<file path="src/rtl/jtag_pkg.sv">
// Shared definitions for the JTAG shift engine: sequencer states and TMS patterns.
// Patterns are stored LSB-first, so bit k is the TMS value for bit k of the sequence.
package jtag_pkg;

    typedef enum logic [2:0] {
        S_IDLE,
        S_RST,
        S_HDR,
        S_SHIFT,
        S_TLR,
        S_DONE
    } state_t;

    localparam logic [7:0]  TMS_RST    = 8'b0001_1111;
    localparam logic [7:0]  TMS_IR_HDR = 8'b0000_0011;
    localparam logic [7:0]  TMS_DR_HDR = 8'b0000_0001;
    localparam logic [7:0]  TMS_TLR    = 8'b0000_0001;

    localparam int unsigned LEN_RST    = 6;
    localparam int unsigned LEN_IR_HDR = 4;
    localparam int unsigned LEN_DR_HDR = 3;
    localparam int unsigned LEN_TLR    = 2;

endpackage

</file>
<file path="src/rtl/jtag_tck_phase.sv">
// TCK bit-period divider. Count 0 is a one-clock setup slot after accept; the
// count then cycles 1..2*TCK_DIV, and the last count doubles as the next low start.
module jtag_tck_phase #(
    parameter int unsigned TCK_DIV = 2
) (
    input  logic clk_i,
    input  logic rst_ni,
    input  logic en_i,
    output logic low_start_o,
    output logic rise_o,
    output logic period_end_o
);

    localparam int unsigned PER = 2 * TCK_DIV;
    localparam int unsigned CW  = $clog2(PER + 1);

    logic [CW-1:0] cnt_q, cnt_d;

    always_comb begin
        cnt_d = cnt_q;
        if (!en_i)
            cnt_d = '0;
        else if (cnt_q == CW'(PER))
            cnt_d = CW'(1);
        else
            cnt_d = cnt_q + 1'b1;
    end

    always_ff @(posedge clk_i) begin
        if (!rst_ni)
            cnt_q <= '0;
        else
            cnt_q <= cnt_d;
    end

    assign period_end_o = en_i && (cnt_q == CW'(PER));
    assign low_start_o  = en_i && ((cnt_q == '0) || (cnt_q == CW'(PER)));
    assign rise_o       = en_i && (cnt_q == CW'(TCK_DIV));

endmodule

</file>
<file path="src/rtl/jtag_shift_engine.sv">
// VME-driven multi-chain JTAG shift engine with header/trailer sequencing,
// TAP reset command and programmable TCK divider.
module jtag_shift_engine
    import jtag_pkg::*;
#(
    parameter int unsigned NCHAN   = 5,
    parameter int unsigned DW      = 16,
    parameter int unsigned TCK_DIV = 2,
    parameter int unsigned LW      = $clog2(DW)
) (
    input  logic             FPGACLK,
    input  logic             RST_B,
    input  logic             CMD_VALID,
    output logic             CMD_READY,
    input  logic [LW-1:0]    CMD_LEN,
    input  logic             CMD_HDR,
    input  logic             CMD_IR,
    input  logic             CMD_TLR,
    input  logic             CMD_RST,
    input  logic [DW-1:0]    CMD_DATA,
    input  logic [NCHAN-1:0] CHAN_SEL,
    input  logic [NCHAN-1:0] TDO_IN,
    output logic [NCHAN-1:0] TCK,
    output logic             TMS,
    output logic             TDI,
    output logic [DW-1:0]    TDO_DATA,
    output logic             BUSY,
    output logic             DONE
);

    localparam int unsigned BW = (LW > 3) ? LW : 3;

    state_t           state_q, state_d;
    logic [BW-1:0]    bit_q, bit_d;
    logic [LW-1:0]    len_q;
    logic             ir_q, tlr_q;
    logic [DW-1:0]    data_q, cap_q, tdo_data_q;
    logic [NCHAN-1:0] sel_q;
    logic             tck_q, tms_q, tdi_q;
    logic             tms_nxt, tdi_nxt, tdo_bit, last, accept;
    logic             low_start, rise, period_end;

    jtag_tck_phase #(.TCK_DIV(TCK_DIV)) u_phase (
        .clk_i        (FPGACLK),
        .rst_ni       (RST_B),
        .en_i         (BUSY),
        .low_start_o  (low_start),
        .rise_o       (rise),
        .period_end_o (period_end)
    );

    assign accept = CMD_VALID && CMD_READY;

    always_ff @(posedge FPGACLK) begin
        if (!RST_B) begin
            state_q <= S_IDLE;
            bit_q   <= '0;
        end else begin
            state_q <= state_d;
            bit_q   <= bit_d;
        end
    end

    always_comb begin
        last = 1'b0;
        case (state_q)
            S_RST:   last = (bit_q == BW'(LEN_RST - 1));
            S_HDR:   last = (bit_q == (ir_q ? BW'(LEN_IR_HDR - 1) : BW'(LEN_DR_HDR - 1)));
            S_SHIFT: last = (bit_q == BW'(len_q));
            S_TLR:   last = (bit_q == BW'(LEN_TLR - 1));
            default: last = 1'b0;
        endcase

        state_d = state_q;
        bit_d   = bit_q;
        case (state_q)
            S_IDLE, S_DONE: begin
                state_d = S_IDLE;
                bit_d   = '0;
                if (accept)
                    state_d = CMD_RST ? S_RST : (CMD_HDR ? S_HDR : S_SHIFT);
            end
            default: begin
                if (period_end) begin
                    bit_d = last ? '0 : bit_q + 1'b1;
                    if (last) begin
                        case (state_q)
                            S_HDR:   state_d = S_SHIFT;
                            S_SHIFT: state_d = tlr_q ? S_TLR : S_DONE;
                            default: state_d = S_DONE;
                        endcase
                    end
                end
            end
        endcase
    end

    always_comb begin
        CMD_READY = (state_q == S_IDLE) || (state_q == S_DONE);
        BUSY      = !CMD_READY;
        DONE      = (state_q == S_DONE);
    end

    // TMS/TDI are loaded for the bit about to start, hence decoded from the next state.
    always_comb begin
        tms_nxt = tms_q;
        tdi_nxt = tdi_q;
        case (state_d)
            S_RST:   begin tms_nxt = TMS_RST[bit_d[2:0]]; tdi_nxt = 1'b0; end
            S_HDR:   begin
                tms_nxt = ir_q ? TMS_IR_HDR[bit_d[2:0]] : TMS_DR_HDR[bit_d[2:0]];
                tdi_nxt = 1'b0;
            end
            S_SHIFT: begin
                tms_nxt = tlr_q && (bit_d == BW'(len_q));
                tdi_nxt = data_q[bit_d[LW-1:0]];
            end
            S_TLR:   begin tms_nxt = TMS_TLR[bit_d[2:0]]; tdi_nxt = 1'b0; end
            default: ;
        endcase
    end

    always_comb begin
        tdo_bit = 1'b0;
        for (int unsigned i = NCHAN; i > 0; i--)
            if (sel_q[i-1])
                tdo_bit = TDO_IN[i-1];
    end

    always_ff @(posedge FPGACLK) begin
        if (!RST_B) begin
            len_q      <= '0;
            ir_q       <= 1'b0;
            tlr_q      <= 1'b0;
            data_q     <= '0;
            sel_q      <= '0;
            cap_q      <= '0;
            tdo_data_q <= '0;
            tck_q      <= 1'b0;
            tms_q      <= 1'b0;
            tdi_q      <= 1'b0;
        end else begin
            if (accept) begin
                len_q  <= CMD_LEN;
                ir_q   <= CMD_IR;
                tlr_q  <= CMD_TLR;
                data_q <= CMD_DATA;
                sel_q  <= CHAN_SEL;
                cap_q  <= '0;
            end
            if (low_start) begin
                tck_q <= 1'b0;
                tms_q <= tms_nxt;
                tdi_q <= tdi_nxt;
            end
            if (rise) begin
                tck_q <= 1'b1;
                if (state_q == S_SHIFT)
                    cap_q[bit_q[LW-1:0]] <= tdo_bit;
            end
            if (period_end && last && (state_d == S_DONE))
                tdo_data_q <= cap_q;
        end
    end

    assign TCK      = tck_q ? sel_q : '0;
    assign TMS      = tms_q;
    assign TDI      = tdi_q;
    assign TDO_DATA = tdo_data_q;

endmodule

</file>
<file path="config.mk">
export PLATFORM = sky130hd
export DESIGN_NAME = jtag_shift_engine
export DESIGN_NICKNAME = d
export VERILOG_FILES = /design/src/rtl/jtag_pkg.sv /design/src/rtl/jtag_tck_phase.sv /design/src/rtl/jtag_shift_engine.sv
export SDC_FILE = /design/constraint.sdc
export NUM_CORES = 1
export LEC_CHECK = 0
export CAP_MARGIN = 40
export CELL_PAD_IN_SITES_DETAIL_PLACEMENT = 1
export CELL_PAD_IN_SITES_GLOBAL_PLACEMENT = 2
export CORE_MARGIN = 2
export CORE_UTILIZATION = 31
export DETAILED_ROUTE_END_ITERATION = 6
export PLACE_DENSITY_LB_ADDON = 0.1
export SETUP_SLACK_MARGIN = 0.02
export SLEW_MARGIN = 25
export SYNTH_ARGS = -nofsm -noshare
export SYNTH_HDL_FRONTEND = slang
export SYNTH_SLANG_ARGS = --single-unit
</file>
<file path="constraint.sdc">
create_clock -name FPGACLK -period 3.2 [get_ports FPGACLK]
set_input_delay 0.8 -clock FPGACLK [delete_from_list [all_inputs] [get_ports FPGACLK]]
set_output_delay 0.8 -clock FPGACLK [all_outputs]
set_load 0.01 [all_outputs]
</file>
==> run summary, run 1 <==
Final Skew - 0.009723 ns
CTS sink count - 72
Post-synthesis cell area - 3641 sq um
PD cells - 499.3 nW/um^2
Final #Nets - 532
First DRT Iteration DRCs - 125
Total grt overflow - 0
Synth warn - 0
CP startpoint kind - flip-flop
Status - complete, no violations
Slowest-stage cell, CP - clkdlybuf4s50_1
CP peak stage delay - 0.57 ns
TritonCTS Buffers - 9
Worst Setup SP - state_q[0]
Min-delay src - data_q[14]
Initial antenna violation count - 0
Slew Limit Fails - 0
Min Hold Slack - 0.4533 ns
Fraction of registers with async set/reset - 0%
R2r startpoint - state_q[0]
Synth Area in Compound Gates - 19.11%
Synth Area in Adders - 2.749%
Synth Area per Inst - 8.507 sq um
Hpwl dp - 7266 microns
H-Tree Depth - 3
Final Hold Viols - 0
# Post-CTS Setup Buffers - 0
Area grow syn2layout - 30.69%
Unrepaired setup endpoints after global routing - false
Cell Area, Placed - 4410 sq um
Finished Cell Area - 4758 sq um
Final setup viols - 0
CTS tree - built
Number of synthesized register bits - 72
Placer Congestion - 0.7728
Post-synth EDFFs - 0
Pin count of the biggest net entering global routing - 44
Actual slew at the worst max-slew pin - 0.6540 ns
IO Pins - 63
Max-cap violations - 0
Top FF cell, synth - dfxtp_1
Latest clock arrival within the worst-skew pair - 0.34 ns
Layout cell share with drive strength beyond 1 - 10.37%
Min cycle time layout - 2.970 ns
Final Worst Setup Slack - 0.2299 ns
Gr usage total - 17.19%
Tcrit/Tclk final - 92.82%
Row Count - 39
Pre-antenna DRT Iters - 4
DRC viols - 0
Wire per inst - 16.49 microns
Net Count, Synth - 473
Place WS - 0.1441 ns
Detail Route Antenna Nets - 0
Global-route wire length before repair - 17310 microns
Synth cell types - 58
Die area - 12630 sq um
WP data required - 2.40 ns
Leak - 1.626 nW
Crit path cell chain - buf_4 -> nor2b_1 -> or3_4 -> inv_2 -> clkdlybuf4s50_1
Main combinational cell family by area after synthesis - simple AND/OR/NAND/NOR gates
Root buf cell - clkbuf_16
CTS max path bufs - 2
Setup Total Neg Slack - 0 ns
Portion of netlist area occupied by mux cells - 8.247%
Vias - 3302
Max FO, Critical Path - 12
Fmax - 336.7 MHz
Clk slew on worst S/H paths - 0.05 ns
Via/cell ratio - 5.200
Simple-gate portion of the synthesized area - 23.85%
Core Util, Final - 41.67%
Critical Path AT - 2.17 ns
Die X - 112.4 microns
Number of global-route vias before repair - 3450
Initial Util - 31.89%
Maximum VDD drop - 0.0002276 V
Post-Route WL - 10470 microns
Die span in y - 112.4 microns
CP Class - flip-flop to output pin
# hold bufs at CTS - 0
Post-synthesis xor/xnor area fraction - 2.165%
Rel. slew slack - 56.40%
Cells after synthesis - 428
Core footprint - 11420 sq um
Worst hold path class - flip-flop to flip-flop
Post-synthesis sequential area ratio - 39.59%
Post-CTS Resized - 1
Critical Path End Type - output pin
N_diodes - 0
# port buffers - 62
-- routing by layer --
metal	routed length (microns)	vias up	track usage, %
met3	411	15	3.078
met5	0	-	0
met2	4922	69	28.27
met4	211	0	7.236
li1	-	1626	-
met1	4924	1592	22.28
-- sequential cells by signal (all words and copies together), names as in the netlist --
| signal | cells |
|---|---|
| state_q | 3 |
| cap_q | 16 |
| len_q | 4 |
| tlr_q | 1 |
| TDO_DATA | 16 |
| TDI | 1 |
| sel_q | 5 |
| bit_q | 4 |
| u_phase.cnt_q | 3 |
| TMS | 1 |
| tck_q | 1 |
| ir_q | 1 |
| data_q | 16 |
-- cell usage after synthesis (all sizes together), types with 2 or more instances --
| master | number | area share (%) |
|---|---|---|
| dfxtp | 72 | 40 |
| nand2 | 72 | 7.4 |
| a21oi | 63 | 9.2 |
| nor2 | 31 | 3.3 |
| mux2i | 24 | 6.6 |
| o211ai | 20 | 4.1 |
| or3 | 20 | 3.4 |
| clkbuf | 18 | 1.9 |
| and2 | 12 | 2.1 |
| inv | 10 | 1.0 |
| ha | 8 | 2.7 |
| nor3 | 7 | 1.2 |
| buf | 6 | 1.3 |
| nand3 | 6 | 0.82 |
| mux2 | 5 | 1.6 |
| o21ai | 5 | 0.69 |
| nand2b | 4 | 0.69 |
| nand3b | 4 | 0.82 |
| nor4 | 4 | 1.1 |
| nor3b | 3 | 0.76 |
| xnor2 | 3 | 0.72 |
| xor2 | 3 | 1.4 |
| a211o | 2 | 0.48 |
| a22oi | 2 | 0.41 |
| a311o | 2 | 0.55 |
| a32o | 2 | 0.55 |
| and3 | 2 | 0.38 |
| nor2b | 2 | 0.34 |
| o2111ai | 2 | 0.96 |
| o22ai | 2 | 0.34 |
-- critical path: cells and delay by family, from the launching register on --
family | cells | cell delay [ns]
buf+inv | 3 | 0.98
simple gates | 2 | 0.51
flops | 1 | 0.34
-- final timing paths --
kind	slack [ns]	cells past startpoint	to
min	0.45	2	data_q[14]
min reg2reg	0.45	2	data_q[14]
max	0.23	5	CMD_READY
max reg2reg	0.24	9	TMS
-- where the power goes --
group          switching [W]  internal [W]  leakage [nW]  total [W]
Combinational       0.000175      0.000129         0.881   0.000304
Clock               0.000409      0.000706         0.159    0.00112
Sequential         0.0000277      0.000929         0.585   0.000956
Total               0.000612       0.00176          1.63    0.00238
-- cells by family after synthesis --
| kind of cell | Yosys count |
|---|---|
| compound gates | 106 |
| xor+xnor | 6 |
| fa+ha+maj | 8 |
| buf+inv | 35 |
| flops | 72 |
| mux | 29 |
| simple gates | 172 |
-- area by class of cell --
class / instances / area, sq um
fillers: 1337 / 6660
multi-input cells: 321 / 2059
flip-flops and latches: 72 / 1444
repair buffers: 72 / 705.7
clock buffers: 10 / 239.0
well taps: 143 / 178.9
clock inverters: 6 / 90.09
inverters: 11 / 41.29
-- stage by stage --
step	power (W)	cells
2_1_floorplan	0.001152	428
3_3_place_gp	0.001272	618
3_5_place_dp	0.001280	619
4_1_cts	0.002405	635
5_1_grt	0.002473	635
6_report	0.002376	635
-- cell usage in the layout, fill, tap and decap left out, types with 2 or more instances in the layout --
| master | count |
|---|---|
| nor2b_1 | 2 |
| o22ai_1 | 2 |
| or3_1 | 19 |
| nor3b_1 | 2 |
| a311o_1 | 2 |
| nand3_1 | 6 |
| nand2b_1 | 4 |
| dfxtp_2 | 2 |
| clkbuf_16 | 9 |
| xor2_4 | 2 |
| nand3b_1 | 4 |
| bufinv_16 | 2 |
| nor3_1 | 5 |
| nor2_1 | 30 |
| dfxtp_1 | 70 |
| xnor2_1 | 3 |
| nor3_2 | 2 |
| inv_2 | 3 |
| nor4_1 | 3 |
| a21oi_1 | 60 |
| o21ai_0 | 4 |
| mux2i_1 | 24 |
| mux2_1 | 2 |
| a22oi_1 | 2 |
| a21oi_2 | 2 |
| o211ai_1 | 20 |
| nand2_1 | 72 |
| ha_1 | 8 |
| buf_4 | 8 |
| a32o_1 | 2 |
| a211o_1 | 2 |
| clkdlybuf4s50_1 | 62 |
| mux2_2 | 2 |
| inv_1 | 7 |
| and2_1 | 12 |
(Power assumes the default switching activity.)
==> inputs of run 2 (changes only) <==
- ABC_CLOCK_PERIOD_IN_PS: default -> 3200
==> results of run 2 <==
Same layout as run 1: the final DEF is identical, and so are final timing and power.
==> inputs of run 3 (changes only) <==
- MAX_ROUTING_LAYER: default -> met4
==> run 3 against run 2 <==
Core utilization unchanged. Global-route usage up 0.49 points. Clock power hardly changed. Critical path depth is the same. Highest routed layer unchanged.
==> run summary, run 3 (synthesized netlist as in run 1, its figures left out) <==
WP data required - 2.40 ns
Routed wl met3 - 384 microns
IO Pins - 63
DRC viols - 0
CP peak stage delay - 0.57 ns
Status - complete, no violations
Layout cell share with drive strength beyond 1 - 10.37%
Post-Layout Cell Count - 635
Slew Limit Fails - 0
R2R cell count - 9
Min-delay src - data_q[14]
TritonCTS Buffers - 9
Worst hold path class - flip-flop to flip-flop
Rel. slew slack - 56.15%
Metal1 wirelength - 4898 microns
R2R setup slack - 0.23 ns
Hold depth - 2
Clk slew on worst S/H paths - 0.05 ns
Final Skew - 0.009453 ns
Post-Route WL - 10450 microns
Pin count of the biggest net entering global routing - 44
CTS sink count - 72
Root buf cell - clkbuf_16
H-Tree Depth - 3
Placer Congestion - 0.7833
Slowest-stage cell, CP - clkdlybuf4s50_1
Initial antenna violation count - 0
Commonest non-fill, non-tap cell in the layout - nand2_1
Maximum VDD drop - 0.0002279 V
# Post-CTS Setup Buffers - 0
R2r startpoint - state_q[0]
Actual slew at the worst max-slew pin - 0.6577 ns
Row Count - 39
Gr usage total - 17.68%
Leak - 1.626 nW
Min cycle time layout - 2.970 ns
Via/cell ratio - 5.195
Die span in y - 112.4 microns
# hold bufs at CTS - 0
Total grt overflow - 0
Area grow syn2layout - 30.69%
Critical Path AT - 2.17 ns
Finished Cell Area - 4758 sq um
Pre-antenna DRT Iters - 4
Inst Count DP - 619
WL met2 - 4948 microns
Min Hold Slack - 0.4525 ns
Global-route wire length before repair - 17310 microns
Number of global-route vias before repair - 3460
Tcrit/Tclk final - 92.83%
Latest clock arrival within the worst-skew pair - 0.34 ns
Wire per inst - 16.45 microns
Crit path cell chain - buf_4 -> nor2b_1 -> or3_4 -> inv_2 -> clkdlybuf4s50_1
Initial Util - 31.89%
CTS max path bufs - 2
CTS tree - built
PD cells - 498.9 nW/um^2
# port buffers - 62
Die area - 12630 sq um
WHS Endpoint - data_q[14]
Unrepaired setup endpoints after global routing - false
Total power - 0.002374 W
Max-cap violations - 0
First DRT Iteration DRCs - 131
Max FO, Critical Path - 12
Final #Nets - 532
Core footprint - 11420 sq um
Critical Path End Type - output pin
Vias - 3299
Hpwl dp - 7266 microns
Fill cell count - 1337
Cell Area, Placed - 4410 sq um
CP Class - flip-flop to output pin
Fmax - 336.7 MHz
CP startpoint kind - flip-flop
Final setup viols - 0
Top Layer Used - met4
R2R Path End - TMS
Die X - 112.4 microns
Setup Total Neg Slack - 0 ns
N_diodes - 0
Most frequent cells in the layout - nand2_1, dfxtp_1, clkdlybuf4s50_1
Final Hold Viols - 0
Detail Route Antenna Nets - 0
[run 3: cell counts in the layout (fill, tap and decap cells not counted)]
Identical to the previous run, type by type.
[run 3: final cells by class]
class	instances	area, sq um	share of cell area, %
clock inverter	6	90.09	1.893
tap	143	178.9	3.760
multi-input combinational	321	2059	43.28
clock buffer	10	239.0	5.022
inverter	11	41.29	0.8677
timing repair buffer	72	705.7	14.83
sequential	72	1444	30.34
[run 3: worst max path at each step]
| stage | startpoint | end | slack, ns | cells after the start |
|---|---|---|---|---|
| 2_1_floorplan | state_q[1] | TDI | 0.50 | 10 |
| 3_3_place_gp | state_q[2] | TDI | 0.18 | 10 |
| 3_5_place_dp | state_q[1] | TDI | 0.14 | 10 |
| 4_1_cts | state_q[1] | TDI | 0.13 | 10 |
| 5_1_grt | state_q[0] | TMS | 0.02 | 10 |
| 6_report | state_q[0] | CMD_READY | 0.23 | 5 |
[run 3: routing by layer]
layer | vias to the layer above | track usage (%)
met4 | 0 | 7.236
met2 | 73 | 28.35
met3 | 15 | 3.078
met1 | 1584 | 22.15
met5 | - | -
li1 | 1627 | -
[run 3: timing repair]
| action | CTS | global route |
|---|---|---|
| resized for setup | 1 | 3 |
| pin swaps | 0 | 0 |
| setup endpoints to repair | 1 | 3 |
[run 3: metrics by stage]
stage / setup WS [ns] / utilization, %
after CTS: 0.1268 / 41.55
after global placement: 0.1788 / 38.58
after detailed placement: 0.1441 / 38.63
after floorplan: 0.5049 / -
after global routing: 0.02371 / 41.67
final: 0.2296 / 41.67
[run 3: worst max-delay path, delay by kind of cell, from the launching register on]
family        cells  cell delay, ns
flops             1            0.34
simple gates      2            0.51
buf+inv           3            0.98
[run 3: report_power, final]
group	switching [W]	internal (W)
sequential	0.0000275	0.000929
clock	0.000408	0.000706
combinational	0.000175	0.000129
